`config.mk`:
```
export PLATFORM = sky130hd
export DESIGN_NAME = block_scheduler
export DESIGN_NICKNAME = d
export VERILOG_FILES = /design/src/rtl/gpu_pkg.sv /design/src/rtl/block_scheduler_rr_arbiter.sv /design/src/rtl/block_scheduler.sv
export SDC_FILE = /design/constraint.sdc
export NUM_CORES = 1
export LEC_CHECK = 0
export CORE_AREA = 4 4 129 131
export CTS_BUF_LIST = sky130_fd_sc_hd__clkbuf_4
export DETAILED_ROUTE_END_ITERATION = 16
export DIE_AREA = 0 0 133 135
export PLACE_DENSITY = 0.76
export SLEW_MARGIN = 5
export SYNTH_ARGS = -nofsm -noshare
export SYNTH_HDL_FRONTEND = slang
export SYNTH_HIERARCHICAL = 1
export SYNTH_SLANG_ARGS = --single-unit
export TNS_END_PERCENT = 20
```
`constraint.sdc`:
```
create_clock -name clk -period 4.09 [get_ports clk]
set_input_delay 0.409 -clock clk [delete_from_list [all_inputs] [get_ports clk]]
set_output_delay 0.409 -clock clk [all_outputs]
set_load 0.02 [all_outputs]
```
`src/rtl/gpu_pkg.sv`:
```
// Shared scheduler types and helpers.
//   sched_state_t : block dispatcher FSM states
//   ceil_div_pow2 : ceiling division by a power of two, computed in 32 bits
package gpu_pkg;

  typedef enum logic [1:0] {
    ST_IDLE        = 2'd0,
    ST_RESET_CORES = 2'd1,
    ST_DISPATCH    = 2'd2,
    ST_DRAIN       = 2'd3
  } sched_state_t;

  // 32-bit working width keeps n + divisor - 1 from overflowing for any TC_WIDTH < 32.
  function automatic logic [31:0] ceil_div_pow2(input logic [31:0] n, input int unsigned log2_d);
    logic [31:0] bias;
    bias = (32'd1 << log2_d) - 32'd1;
    return (n + bias) >> log2_d;
  endfunction

endpackage

```
`src/rtl/block_scheduler_rr_arbiter.sv`:
```
// Combinational round-robin arbiter.
//   req_i      : request vector, one bit per core
//   ptr_i      : highest-priority index for this cycle
//   gnt_o      : one-hot grant (all zero when nothing requests)
//   next_ptr_o : winner + 1 mod N, or ptr_i when there is no grant
module rr_arbiter #(
  parameter int unsigned N = 4,
  localparam int unsigned PW = (N > 1) ? $clog2(N) : 1
) (
  input  logic [N-1:0]  req_i,
  input  logic [PW-1:0] ptr_i,
  output logic [N-1:0]  gnt_o,
  output logic [PW-1:0] next_ptr_o
);

  logic          found;
  logic [PW-1:0] idx;

  // Scan from ptr_i upward with wrap; first requester wins.
  always_comb begin
    gnt_o      = '0;
    next_ptr_o = ptr_i;
    found      = 1'b0;
    idx        = '0;
    for (int unsigned k = 0; k < N; k++) begin
      idx = PW'((32'(ptr_i) + k) % N);
      if (!found && req_i[idx]) begin
        found      = 1'b1;
        gnt_o[idx] = 1'b1;
        next_ptr_o = PW'((32'(idx) + 32'd1) % N);
      end
    end
  end

endmodule

```
`src/rtl/block_scheduler.sv`:
```
// Kernel block dispatcher: splits thread_count into blocks of THREADS_PER_BLOCK
// threads, hands one block per cycle to a free core (round-robin), counts
// completions and reports kernel done / abort.
//   clk, reset        : clock, synchronous active-high reset
//   start, abort      : launch on rising start while idle; abort a running kernel
//   thread_count      : total threads, latched at launch
//   core_done         : per-core block completion (level)
//   core_start        : per-core "executing a block"
//   core_reset        : per-core one-cycle reset pulse
//   core_block_id     : block id assigned to each core
//   core_thread_count : threads in each core's block
//   busy, done        : kernel running / kernel complete (held)
//   aborted           : one-cycle pulse on accepted abort
//   blocks_done       : completed-block counter
module block_scheduler
  import gpu_pkg::*;
#(
  parameter int unsigned NUM_CORES         = 4,
  parameter int unsigned THREADS_PER_BLOCK = 4,
  parameter int unsigned TC_WIDTH          = 16,
  localparam int unsigned BID_WIDTH = TC_WIDTH - $clog2(THREADS_PER_BLOCK) + 1,
  localparam int unsigned CTC_WIDTH = $clog2(THREADS_PER_BLOCK) + 1
) (
  input  logic                                  clk,
  input  logic                                  reset,
  input  logic                                  start,
  input  logic                                  abort,
  input  logic [TC_WIDTH-1:0]                   thread_count,
  input  logic [NUM_CORES-1:0]                  core_done,
  output logic [NUM_CORES-1:0]                  core_start,
  output logic [NUM_CORES-1:0]                  core_reset,
  output logic [NUM_CORES-1:0][BID_WIDTH-1:0]   core_block_id,
  output logic [NUM_CORES-1:0][CTC_WIDTH-1:0]   core_thread_count,
  output logic                                  busy,
  output logic                                  done,
  output logic                                  aborted,
  output logic [BID_WIDTH-1:0]                  blocks_done
);

  localparam int unsigned LOG2_TPB = $clog2(THREADS_PER_BLOCK);
  localparam int unsigned PTR_W    = (NUM_CORES > 1) ? $clog2(NUM_CORES) : 1;
  localparam logic [CTC_WIDTH-1:0] FULL_CNT = CTC_WIDTH'(THREADS_PER_BLOCK);

  sched_state_t                           state_q, state_d;
  logic                                   start_q;
  logic [NUM_CORES-1:0]                   core_start_q, core_start_d;
  logic [NUM_CORES-1:0]                   core_reset_q, core_reset_d;
  logic [NUM_CORES-1:0][BID_WIDTH-1:0]    core_block_id_q, core_block_id_d;
  logic [NUM_CORES-1:0][CTC_WIDTH-1:0]    core_thread_count_q, core_thread_count_d;
  logic                                   busy_q, busy_d;
  logic                                   done_q, done_d;
  logic                                   aborted_q, aborted_d;
  logic [BID_WIDTH-1:0]                   blocks_done_q, blocks_done_d;
  logic [BID_WIDTH-1:0]                   total_q, total_d;
  logic [CTC_WIDTH-1:0]                   last_cnt_q, last_cnt_d;
  logic [BID_WIDTH-1:0]                   next_blk_q, next_blk_d;
  logic [PTR_W-1:0]                       rr_ptr_q, rr_ptr_d;

  logic [NUM_CORES-1:0] completing;
  logic [NUM_CORES-1:0] free_cores;
  logic [NUM_CORES-1:0] gnt;
  logic [PTR_W-1:0]     next_ptr;
  logic [31:0]          total_w;
  logic [31:0]          last_w;

  function automatic logic [BID_WIDTH-1:0] popcount(input logic [NUM_CORES-1:0] v);
    logic [BID_WIDTH-1:0] c;
    c = '0;
    for (int unsigned i = 0; i < NUM_CORES; i++) c = c + BID_WIDTH'(v[i]);
    return c;
  endfunction

  // Block count and last-block size from the live thread_count (used only at launch).
  assign total_w = ceil_div_pow2(32'(thread_count), LOG2_TPB);
  assign last_w  = 32'(thread_count) - ((total_w - 32'd1) << LOG2_TPB);

  // A core in its reset pulse is not yet free, so it is never reused on its completion edge.
  assign free_cores = ~core_start_q & ~core_reset_q;

  rr_arbiter #(.N(NUM_CORES)) u_arb (
    .req_i      (free_cores),
    .ptr_i      (rr_ptr_q),
    .gnt_o      (gnt),
    .next_ptr_o (next_ptr)
  );

  // State and output registers.
  always_ff @(posedge clk) begin
    if (reset) begin
      state_q             <= ST_IDLE;
      start_q             <= 1'b0;
      core_start_q        <= '0;
      core_reset_q        <= '1;
      core_block_id_q     <= '0;
      core_thread_count_q <= {NUM_CORES{FULL_CNT}};
      busy_q              <= 1'b0;
      done_q              <= 1'b0;
      aborted_q           <= 1'b0;
      blocks_done_q       <= '0;
      total_q             <= '0;
      last_cnt_q          <= FULL_CNT;
      next_blk_q          <= '0;
      rr_ptr_q            <= '0;
    end else begin
      state_q             <= state_d;
      start_q             <= start;
      core_start_q        <= core_start_d;
      core_reset_q        <= core_reset_d;
      core_block_id_q     <= core_block_id_d;
      core_thread_count_q <= core_thread_count_d;
      busy_q              <= busy_d;
      done_q              <= done_d;
      aborted_q           <= aborted_d;
      blocks_done_q       <= blocks_done_d;
      total_q             <= total_d;
      last_cnt_q          <= last_cnt_d;
      next_blk_q          <= next_blk_d;
      rr_ptr_q            <= rr_ptr_d;
    end
  end

  // Next-state: launch, dispatch, completion counting, drain, abort.
  always_comb begin
    state_d             = state_q;
    core_start_d        = core_start_q;
    core_reset_d        = '0;
    core_block_id_d     = core_block_id_q;
    core_thread_count_d = core_thread_count_q;
    busy_d              = busy_q;
    done_d              = done_q;
    aborted_d           = 1'b0;
    blocks_done_d       = blocks_done_q;
    total_d             = total_q;
    last_cnt_d          = last_cnt_q;
    next_blk_d          = next_blk_q;
    rr_ptr_d            = rr_ptr_q;
    completing          = core_start_q & core_done;

    case (state_q)
      ST_IDLE: begin
        if (start && !start_q) begin
          done_d        = 1'b0;
          blocks_done_d = '0;
          total_d       = BID_WIDTH'(total_w);
          last_cnt_d    = CTC_WIDTH'(last_w);
          next_blk_d    = '0;
          rr_ptr_d      = '0;
          if (thread_count == '0) begin
            done_d = 1'b1;
          end else begin
            busy_d       = 1'b1;
            core_reset_d = '1;
            state_d      = ST_RESET_CORES;
          end
        end
      end
      ST_RESET_CORES: state_d = ST_DISPATCH;
      ST_DISPATCH, ST_DRAIN: begin
        core_start_d  = core_start_q & ~completing;
        core_reset_d  = completing;
        blocks_done_d = blocks_done_q + popcount(completing);
        if (state_q == ST_DISPATCH) begin
          if (|gnt) begin
            for (int unsigned i = 0; i < NUM_CORES; i++) begin
              if (gnt[i]) begin
                core_start_d[i]        = 1'b1;
                core_block_id_d[i]     = next_blk_q;
                core_thread_count_d[i] = (next_blk_q == total_q - BID_WIDTH'(1)) ? last_cnt_q : FULL_CNT;
              end
            end
            next_blk_d = next_blk_q + BID_WIDTH'(1);
            rr_ptr_d   = next_ptr;
            if (next_blk_d == total_q) state_d = ST_DRAIN;
          end
        end else if (blocks_done_d == total_q) begin
          done_d  = 1'b1;
          busy_d  = 1'b0;
          state_d = ST_IDLE;
        end
      end
      default: state_d = ST_IDLE;
    endcase

    // Abort wins over any completion or dispatch on the same edge.
    if (abort && state_q != ST_IDLE) begin
      core_start_d        = '0;
      core_reset_d        = '1;
      core_block_id_d     = core_block_id_q;
      core_thread_count_d = core_thread_count_q;
      busy_d              = 1'b0;
      done_d              = done_q;
      aborted_d           = 1'b1;
      blocks_done_d       = blocks_done_q;
      next_blk_d          = next_blk_q;
      rr_ptr_d            = rr_ptr_q;
      state_d             = ST_IDLE;
    end
  end

  assign core_start        = core_start_q;
  assign core_reset        = core_reset_q;
  assign core_block_id     = core_block_id_q;
  assign core_thread_count = core_thread_count_q;
  assign busy              = busy_q;
  assign done              = done_q;
  assign aborted           = aborted_q;
  assign blocks_done       = blocks_done_q;

endmodule
```
==> results.md <==
* Worst flop-to-flop path endpoint: state_q[0]
* Largest vdd supply drop at 0.203 mV
* Count of flip-flops with a built-in enable after synthesis at 0
* Leading post-synthesis cells by cell area: sky130_fd_sc_hd__dfxtp_1, sky130_fd_sc_hd__nand2_1, sky130_fd_sc_hd__a21oi_1
* Fraction of post-synthesis cell area in the top cell type by area at between 30% and 40%
* Synth top cells by count: sky130_fd_sc_hd__nand2_1, sky130_fd_sc_hd__dfxtp_1, sky130_fd_sc_hd__a21oi_1
* Slew @ Worst Pin at 0.876 ns
* Run status: complete, no violations
* Most used flip-flop cell after synthesis: sky130_fd_sc_hd__dfxtp_1
* Critical register-to-register path startpoint: rr_ptr_q[1]
* Post-CTS setup-driven buffer insertion count at 0
* HPWL Detailed at 15900 um
* Minimum setup slack in the final design at 0.333 ns
* Count of final setup violators at 0
* TritonCTS clock tree: yes
* Total overflow reported by the global router at 0
* Dpl ws at -0.00926 ns
* Total of flip-flops plus latches after synthesis at approximately 140
* Switching power of the nets at around 1500 uW
* GRT Resource Usage Total at 24.2%
* Quantity of I/O buffers inserted on ports at ~120
* Average wire per standard cell at 16.8 um
* Crit-path max FO at 7
* First-pass GRT wire length at between 30000 and 40000 um
* Crit end category: flop
* Summed instance area of the synthesized netlist at 7790 um2
* Avg Vias per Cell at 5.68
* Final number of hold-violating endpoints at 0
* Pin count of the biggest net entering global routing at 85
* Req. time, crit path at approximately 4.6 ns
* Warning count from the yosys run at 6
* Class of the tightest hold or removal check: primary input to flop
* Final Routed Wirelength at about 22000 um
* Worst-case hold path end point: blocks_done[4]
* RSZ-0062 raised after global routing: no
* Post-CTS clock slew at the launch and capture registers of the worst setup and hold paths at 0.14 ns
* Hold WS at 0.260 ns
* Ports at 122
* Number of clock sinks at 136
* Overall power of the completed layout at 3900 uW
* Count of final max-slew check failures at 0
* Number of violations of the max-capacitance limit at 0
* Maximum clock path buffer count at 2
* Final Net Count at 1126
* H-tree depth at 4
* Final Wtd Congestion at 0.920
* Die height at approximately 140 um
* Switching part of the total at 38.8%
* Kind of critical path: flop to flop
* Number of detailed-route iterations in the first pass at 4
* Detailed-route via count at around 7500
* Final min period at 3.76 ns
* Clock latency reported for the late side of the worst-skew pair at 0.58 ns
* Vias in the first global route at 6671
* Die Width at 133 um
* Proportion of layout cells with a drive suffix above 1 at between 9 and 10%
* Power Dens Cells at 413 nW/um2
* Cell count of the worst hold path at 2
* Highest clock rate at 266 MHz
* Part of the power in the clock network at 25.3%
* Distinct cells, synth at 83
* Data arrival at the endpoint of the critical path at 4.24 ns
* Core footprint at between 15000 and 20000 um2
* Part of the power in combinational logic at a little over a third
* Power share of the sequential group at 38.7%
* Count of hold-fix buffers inserted at cts at 0
* Layout Area Growth over Synthesis at 21.2%
* Internal power summed over all cells at around 2400 uW
* Starting density of the core at 50.0%
* Max_slew headroom at 41.6%
* Residual DRC count at 0
* Worst R2R Path Depth at 12
* Post-synth net total at just over 1000
* Leakage dissipation at about 0.0032 uW
* Part of the Yosys area used for sequential elements at 34.9%
* Die ar. at 18000 um2
* R2R setup slack at 0.33 ns
* Startpoint of the lowest-slack hold path: reset
* Setup skew after layout at 0.0260 ns
* Final worst path period share at 91.8%
* Final-layout setup total negative slack at 0 ns
* Site Rows at 46
* Number of routed nets with antenna violations at 0
* Post-CTS resize count at 0
* Number of DRC markers after the initial detailed-route iteration at 525
* Buffer cell driving the clock tree root: sky130_fd_sc_hd__clkbuf_4
* Element type at the critical path start: flop
* Most frequent cell after synthesis: sky130_fd_sc_hd__nand2_1
* Initial antenna violation count at 1
* Inserted Clock Buffers at 17
* Synthesized area divided by synthesized cell count at 7.82 um2
* Leading area contributor after synthesis: sky130_fd_sc_hd__dfxtp_1
* Synth async-reset ratio at 0%
* Synthesized instance count at 997
[per-layer routing]
metal | share of wire, % | vias to the layer above | wire, um | GRT usage [%]
met3 | 6.5 | 38 | 1440 | 4.73
met5 | 0 | - | 0 | 0
met1 | 45 | 3503 | 9820 | 33.0
met2 | 47 | 238 | 10400 | 38.6
met4 | 1.9 | 0 | 409 | 7.85
li1 | - | 3687 | - | -
[cells in the final DEF, fill, tap and decap left out, types with 25 or more instances in the layout]
master	Yosys	final
sky130_fd_sc_hd__inv_1	26	26
sky130_fd_sc_hd__xnor2_1	43	43
sky130_fd_sc_hd__nor3_1	25	25
sky130_fd_sc_hd__a21oi_1	111	111
sky130_fd_sc_hd__nor2_1	78	78
sky130_fd_sc_hd__clkdlybuf4s50_1	0	120
sky130_fd_sc_hd__nand2_1	178	178
sky130_fd_sc_hd__dfxtp_1	136	136
sky130_fd_sc_hd__o21ai_0	25	25
sky130_fd_sc_hd__buf_4	1	28
[cell type report]
| cell class | instances | area [um2] |
|---|---|---|
| Tap cell | 216 | 270 |
| Timing Repair Buffer | 148 | 1410 |
| Clock buffer | 17 | 128 |
| Clock inverter | 15 | 191 |
| Sequential cell | 136 | 2720 |
| Antenna cell | 1 | 2.50 |
| Inverter | 26 | 97.6 |
| Multi-Input combinational cell | 756 | 4620 |
| Fill cell | 1424 | 6150 |
[worst max-delay path: stages (launching register included)]
cell	delay (ns)
sky130_fd_sc_hd__dfxtp_1	0.34
sky130_fd_sc_hd__inv_1	0.09
sky130_fd_sc_hd__ha_1	0.33
sky130_fd_sc_hd__mux4_2	0.38
sky130_fd_sc_hd__or2_1	0.27
sky130_fd_sc_hd__or2_1	0.29
sky130_fd_sc_hd__o221ai_1	0.26
sky130_fd_sc_hd__o41ai_1	0.16
sky130_fd_sc_hd__or4_1	0.56
sky130_fd_sc_hd__nor3_1	0.23
sky130_fd_sc_hd__nand4_2	0.18
sky130_fd_sc_hd__and4_4	0.23
sky130_fd_sc_hd__or3_1	0.33
[power by group through the flow]
stage	clock network (uW)	logic (uW)	registers, uW
2_1_floorplan	0	1040	1490
3_3_place_gp	0	1360	1540
3_5_place_dp	0	1380	1540
4_1_cts	1010	1390	1510
5_1_grt	1060	1540	1520
6_report	988	1400	1510
[worst max-delay path by stage]
stage                       startpoint          to  slack [ns]
after floorplan            rr_ptr_q[0]  state_q[0]        0.28
after global placement    core_done[2]  state_q[0]        0.05
after detailed placement  core_done[2]  state_q[0]      -0.009
after CTS                  rr_ptr_q[0]  state_q[0]        0.35
after global routing       rr_ptr_q[0]  state_q[0]        0.16
final                      rr_ptr_q[1]  state_q[0]        0.33
[flip-flops by register name, summed over array words and instances (netlist names), 3 cells and up]
| register | flops |
|---|---|
| core_block_id | 60 |
| blocks_done | 15 |
| next_blk_q | 15 |
| total_q | 15 |
| core_thread_count | 12 |
| core_reset | 4 |
| core_start | 4 |
| last_cnt_q | 3 |
[stage by stage]
step | instance area [um2] | cells | utilization [%]
2_1_floorplan | 7790 | 997 | -
3_3_place_gp | 9120 | 1282 | 58.5
3_5_place_dp | 9120 | 1282 | 58.5
4_1_cts | 9440 | 1314 | 60.5
5_1_grt | 9440 | 1315 | 60.5
6_report | 9440 | 1315 | 60.5
[cell families after synthesis]
| family | count (synthesis) | share of synthesized area [%] |
|---|---|---|
| adders and majority gates | 17 | 3.02 |
| muxes | 12 | 2.34 |
| and+or+nand+nor | 421 | 26.6 |
| DFF | 136 | 34.9 |
| buffers and inverters | 105 | 5.78 |
| xor gates and xnor gates | 66 | 7.42 |
| AOI/OAI and AO/OA | 240 | 19.9 |
Power figures use the tool's default switching activity.
==> variant 1 (same settings) <==
Set the parameter `TC_WIDTH` to 12 (it was 16).
--- a/src/rtl/block_scheduler.sv
+++ b/src/rtl/block_scheduler.sv
@@ -18,5 +18,5 @@
   parameter int unsigned NUM_CORES         = 4,
   parameter int unsigned THREADS_PER_BLOCK = 4,
-  parameter int unsigned TC_WIDTH          = 16,
+  parameter int unsigned TC_WIDTH          = 12,
   localparam int unsigned BID_WIDTH = TC_WIDTH - $clog2(THREADS_PER_BLOCK) + 1,
   localparam int unsigned CTC_WIDTH = $clog2(THREADS_PER_BLOCK) + 1
Interface: changed (resized blocks_done, core_block_id and thread_count); port bits go from 122 to 98. The function was not compared with the original's and may differ.
==> variant 1 against the unedited design <==
Final area decreased by 24%. Clock power decreased by 46%. Combinational power decreased by 15%. Routed wire length decreased by 28%. Power decreased by 25%. Clock skew decreased by 4.2 ps. Area after synthesis decreased by 23%. Setup slack got worse by 66 ps. Maximum frequency decreased by 1.7%. Synthesized cell count decreased by 23%. Sequential cell count decreased by 28.
==> variant 1: results (changes against the unedited design) <==
outcome: "completed"
place_inst: 1040  # -19%
numCtsBuffers: 9  # -8
sw_frac_of_total: 0.412  # +0.0239
grt_antenna_before_repair: 0  # -1
first_iter_violations: 387  # -26%
grt_use_total: 0.175  # -0.0667
via_count: 5618  # -25%
ir_drop_v: 0.000170  # -16%
p_leak_nw: 2.42  # -25%
clk_latency_ps: 490  # -90 ps
rr_worst_depth: 13  # +1
grt_pass1_vias: 5149  # -23%
instances_no_fill: 1056  # -20%
m1WireLength_um: 7330  # -25%
htreeDepth: 3  # -1
largest_reg_flops: 44  # -27%
clock_skew_ps: 21.8  # -4.17 ps
grt_max_degree: 62  # -27%
avgSynthCellArea_um2: 7.76  # -0.79%
worstHoldPathType: "reg -> reg"
clk_pin_slew_ps: 190  # +50 ps
gp_congestion: 0.885  # -3.8%
met3WireLength_um: 1060  # -27%
portBuffers: 97  # -20%
place_area_mm2: 0.00705  # -23%
layout.nets: 872  # -23%
ys_seq_area_frac: 0.362  # +0.0122
async_flop_share: 0  # unchanged
tightest_slew_ps: 1060  # +186 ps
netlist_top_cells_area: "dfxtp_1 36%, nand2_1 9.1%, a21oi_1 6.6%, nor2_1 4.8%, xnor2_1 4.2%"
final_layout_size_suffix_gt1_frac: 0.0560  # -0.0360
ys_types: 71  # -14%
grt_pass1_wl_um: 25900  # -26%
dp.final_hpwl_um: 11500  # -27%
pre_cts_ws_ps: 23.9  # +33.2 ps
wirelength_um: 15800  # -28%
-- variant 1: cell count changes in the layout (fill, tap and decap cells not counted), moves of 11 or more --
| cell | before | now |
|---|---|---|
| buf_4 | 28 | 8 |
| dfxtp_1 | 136 | 107 |
| xnor2_1 | 43 | 29 |
| a21oi_1 | 111 | 79 |
| clkdlybuf4s50_1 | 120 | 96 |
| o21ai_0 | 25 | 36 |
| nand2_1 | 178 | 145 |
-- variant 1: final timing paths --
check	endpoint	startpoint	slack, ps
worst max-delay path	state_q[1]$_SDFFE_PP0P_	rr_ptr_q[1]$_SDFFE_PP0P_	270
worst min-delay path	core_block_id[0]$_SDFFE_PP0P_	core_block_id[0]$_SDFFE_PP0P_	470
worst max register to register	state_q[1]$_SDFFE_PP0P_	rr_ptr_q[1]$_SDFFE_PP0P_	270
worst min register to register	core_block_id[0]$_SDFFE_PP0P_	core_block_id[0]$_SDFFE_PP0P_	470
-- variant 1: cells by family (layout without fill, tap and decap cells) --
| group | count (synthesis) | count (layout) | synth area share |
|---|---|---|---|
| buffers and inverters | 71 | 140 | 0.0531 |
| and+or+nand+nor | 335 | 335 | 0.263 |
| AOI/OAI and AO/OA | 183 | 183 | 0.187 |
| DFF | 108 | 108 | 0.362 |
| xor gates and xnor gates | 47 | 47 | 0.0688 |
| muxes | 10 | 10 | 0.0270 |
| adders and majority gates | 17 | 17 | 0.0393 |
-- variant 1: metal layers --
| layer | vias up | track usage |
|---|---|---|
| met1 | 2607 | 0.238 |
| met5 | - | 0 |
| met2 | 181 | 0.282 |
| li1 | 2815 | - |
| met3 | 15 | 0.0376 |
| met4 | 0 | 0.0485 |
-- variant 1: critical path, cell delays in order (launching register included) --
cell and delay (ps):
dfxtp_2 420, inv_1 110, ha_1 420, mux4_2 420, or2_1 260, or2_1 270
o221ai_1 250, o41ai_1 160, or4_1 540, nor4_1 250, a41o_1 210, a31oi_1 80
o211ai_1 230, o31ai_1 90
-- variant 1: power by group through the flow --
stage	clock (mW)	combinational (mW)	sequential, mW
after floorplan	0	0.890	1.21
after global placement	0	1.17	1.24
after detailed placement	0	1.18	1.24
after CTS	0.552	1.18	1.22
after global routing	0.591	1.33	1.23
final	0.535	1.19	1.22
-- variant 1: layout make-up --
cell class,instances,area [um^2]
Timing Repair Buffer,106,1050
Inverter,18,67.6
Clock buffer,9,67.6
Fill cell,1551,8420
Tap cell,216,270
Multi-Input combinational cell,592,3500
Clock inverter,7,67.6
Sequential cell,108,2160
-- variant 1: what timing repair did --
action                     4_1_cts  5_1_grt
setup buffers                    0        0
hold buffers                     0        0
setup endpoints to repair        0        1
resized for setup                0        1
==> variant 2 (same flow settings) <==
Made on the original files. Add an input register stage for `core_done`, cleared by the reset; this delays it by one clock. The other inputs are not delayed to match.
--- a/src/rtl/block_scheduler.sv
+++ b/src/rtl/block_scheduler.sv
@@ -42,4 +42,14 @@
   localparam logic [CTC_WIDTH-1:0] FULL_CNT = CTC_WIDTH'(THREADS_PER_BLOCK);
 
+  logic [NUM_CORES-1:0] core_done_q;
+
+  always_ff @(posedge clk) begin
+    if (reset) begin
+      core_done_q <= '0;
+    end else begin
+      core_done_q <= core_done;
+    end
+  end
+
   sched_state_t                           state_q, state_d;
   logic                                   start_q;
@@ -135,5 +145,5 @@
     next_blk_d          = next_blk_q;
     rr_ptr_d            = rr_ptr_q;
-    completing          = core_start_q & core_done;
+    completing          = core_start_q & core_done_q;
 
     case (state_q)
Formal check against the unedited RTL: no difference found for any inputs over 4 cycles, from zero or initial values and one cycle with reset high; that may be too few to reach the edited logic, so the function may still have changed.
==> variant 2 against the unedited design <==
Power decreased by 5.3%. Utilization decreased by 2.3 points. Routed wire length down 6.7%. Sequential share of layout area increased by 2.0 points. Sequential cell count up 4. Setup slack got worse by 70 ps. Count of clock-buffer cells in the layout did not move. Final area down 3.7%. Sequential power is 3% higher. Synthesized cell count fell by 2.5%. Combinational power is 16% lower. Global-route usage shrank 1.5 points. Area after synthesis down 3.6%.
==> variant 2: results (changes against the unedited design) <==
cp_slowest_cell: "nor4_1"
power.switching_mw: 1.44  # -4.7%
arrival_ps: 4330  # +90 ps
yosysTopAreaCellShare: 0.373  # +0.0238
p_clk_uw: 967  # -2.1%
grt_max_degree: 71  # -16%
clock_skew_ps: 24.8  # -1.15 ps
ys_seq_area_frac: 0.373  # +0.0238
syn_nets: 1013  # -2.4%
tightest_slew_ps: 908  # +31.9 ps
pre_cts_ws_ps: 236  # +245 ps
place_area_mm2: 0.00876  # -3.9%
final_layout_size_suffix_gt1_frac: 0.0652  # -0.0268
fillerInstances: 1429  # +0.35%
gp_congestion: 0.882  # -4.0%
combPwrFrac: 0.317  # -0.042
cp_max_fo: 11  # +4
place_inst: 1243  # -3.0%
avgSynthCellArea_um2: 7.73  # -1.1%
slowest_delay_ps: 520  # -40 ps
grt_pass1_wl_um: 33400  # -4.8%
ir_drop_v: 0.000200  # -1.5%
netlist_top_cells_area: "dfxtp_1 37%, nand2_1 9.3%, a21oi_1 6.4%, nor2_1 4.6%, xnor2_1 4.5%"
wire_per_inst_um: 16.1  # -3.9%
synth_common_cells: "186 x nand2_1, 140 x dfxtp_1, 96 x a21oi_1"
outcome: "completed"
first_iter_violations: 664  # +26%
ys_types: 72  # -13%
p_leak_nw: 3.08  # -4.5%
[variant 2: layer usage]
| metal | track usage | routed length [um] |
|---|---|---|
| met4 | 0.0756 | 318 |
| met3 | 0.0477 | 1070 |
| met1 | 0.302 | 9240 |
| met2 | 0.367 | 9930 |
| met5 | 0 | 0 |
[variant 2: logic make-up (layout without fill, tap and decap cells)]
group                      count (synthesis)  after routing  synth area share
muxes                                     14             14            0.0205
adders and majority gates                 17             17            0.0313
other                                      0              1                 0
DFF                                      140            140             0.373
and+or+nand+nor                          417            417             0.259
AOI/OAI and AO/OA                        224            224             0.191
buffers and inverters                     96            183            0.0508
xor gates and xnor gates                  64             64            0.0746
[variant 2: final cells by class]
cell class | count | area (um^2) | share of cell area
clock buffer | 17 | 128 | 0.0140
tap | 216 | 270 | 0.0297
clock inverter | 15 | 189 | 0.0208
multi-input combinational | 736 | 4340 | 0.477
timing repair buffer | 129 | 1280 | 0.141
sequential | 140 | 2800 | 0.308
inverter | 22 | 82.6 | 0.00908
antenna | 1 | 2.50 | 0.000275
[variant 2: critical path, delay by kind of cell, from the launching register on]
kind / cells / cell delay, ps
fa+ha+maj: 3 / 1140
simple gates: 4 / 960
compound gates: 3 / 840
flops: 1 / 420
mux: 1 / 190
xor+xnor: 1 / 140
buf+inv: 1 / 80
[variant 2: final timing paths]
check / end / slack (ps) / depth (start not counted) / start
worst max-delay path: state_q[0]$_SDFFE_PP0P_ / 260 / 13 / core_start[2]$_SDFFE_PP0N_
worst min-delay path: blocks_done[2]$_SDFFE_PP0P_ / 360 / 2 / reset
worst max register to register: state_q[0]$_SDFFE_PP0P_ / 260 / 13 / core_start[2]$_SDFFE_PP0N_
worst min register to register: last_cnt_q[1]$_SDFFE_PP0P_ / 460 / 2 / last_cnt_q[1]$_SDFFE_PP0P_
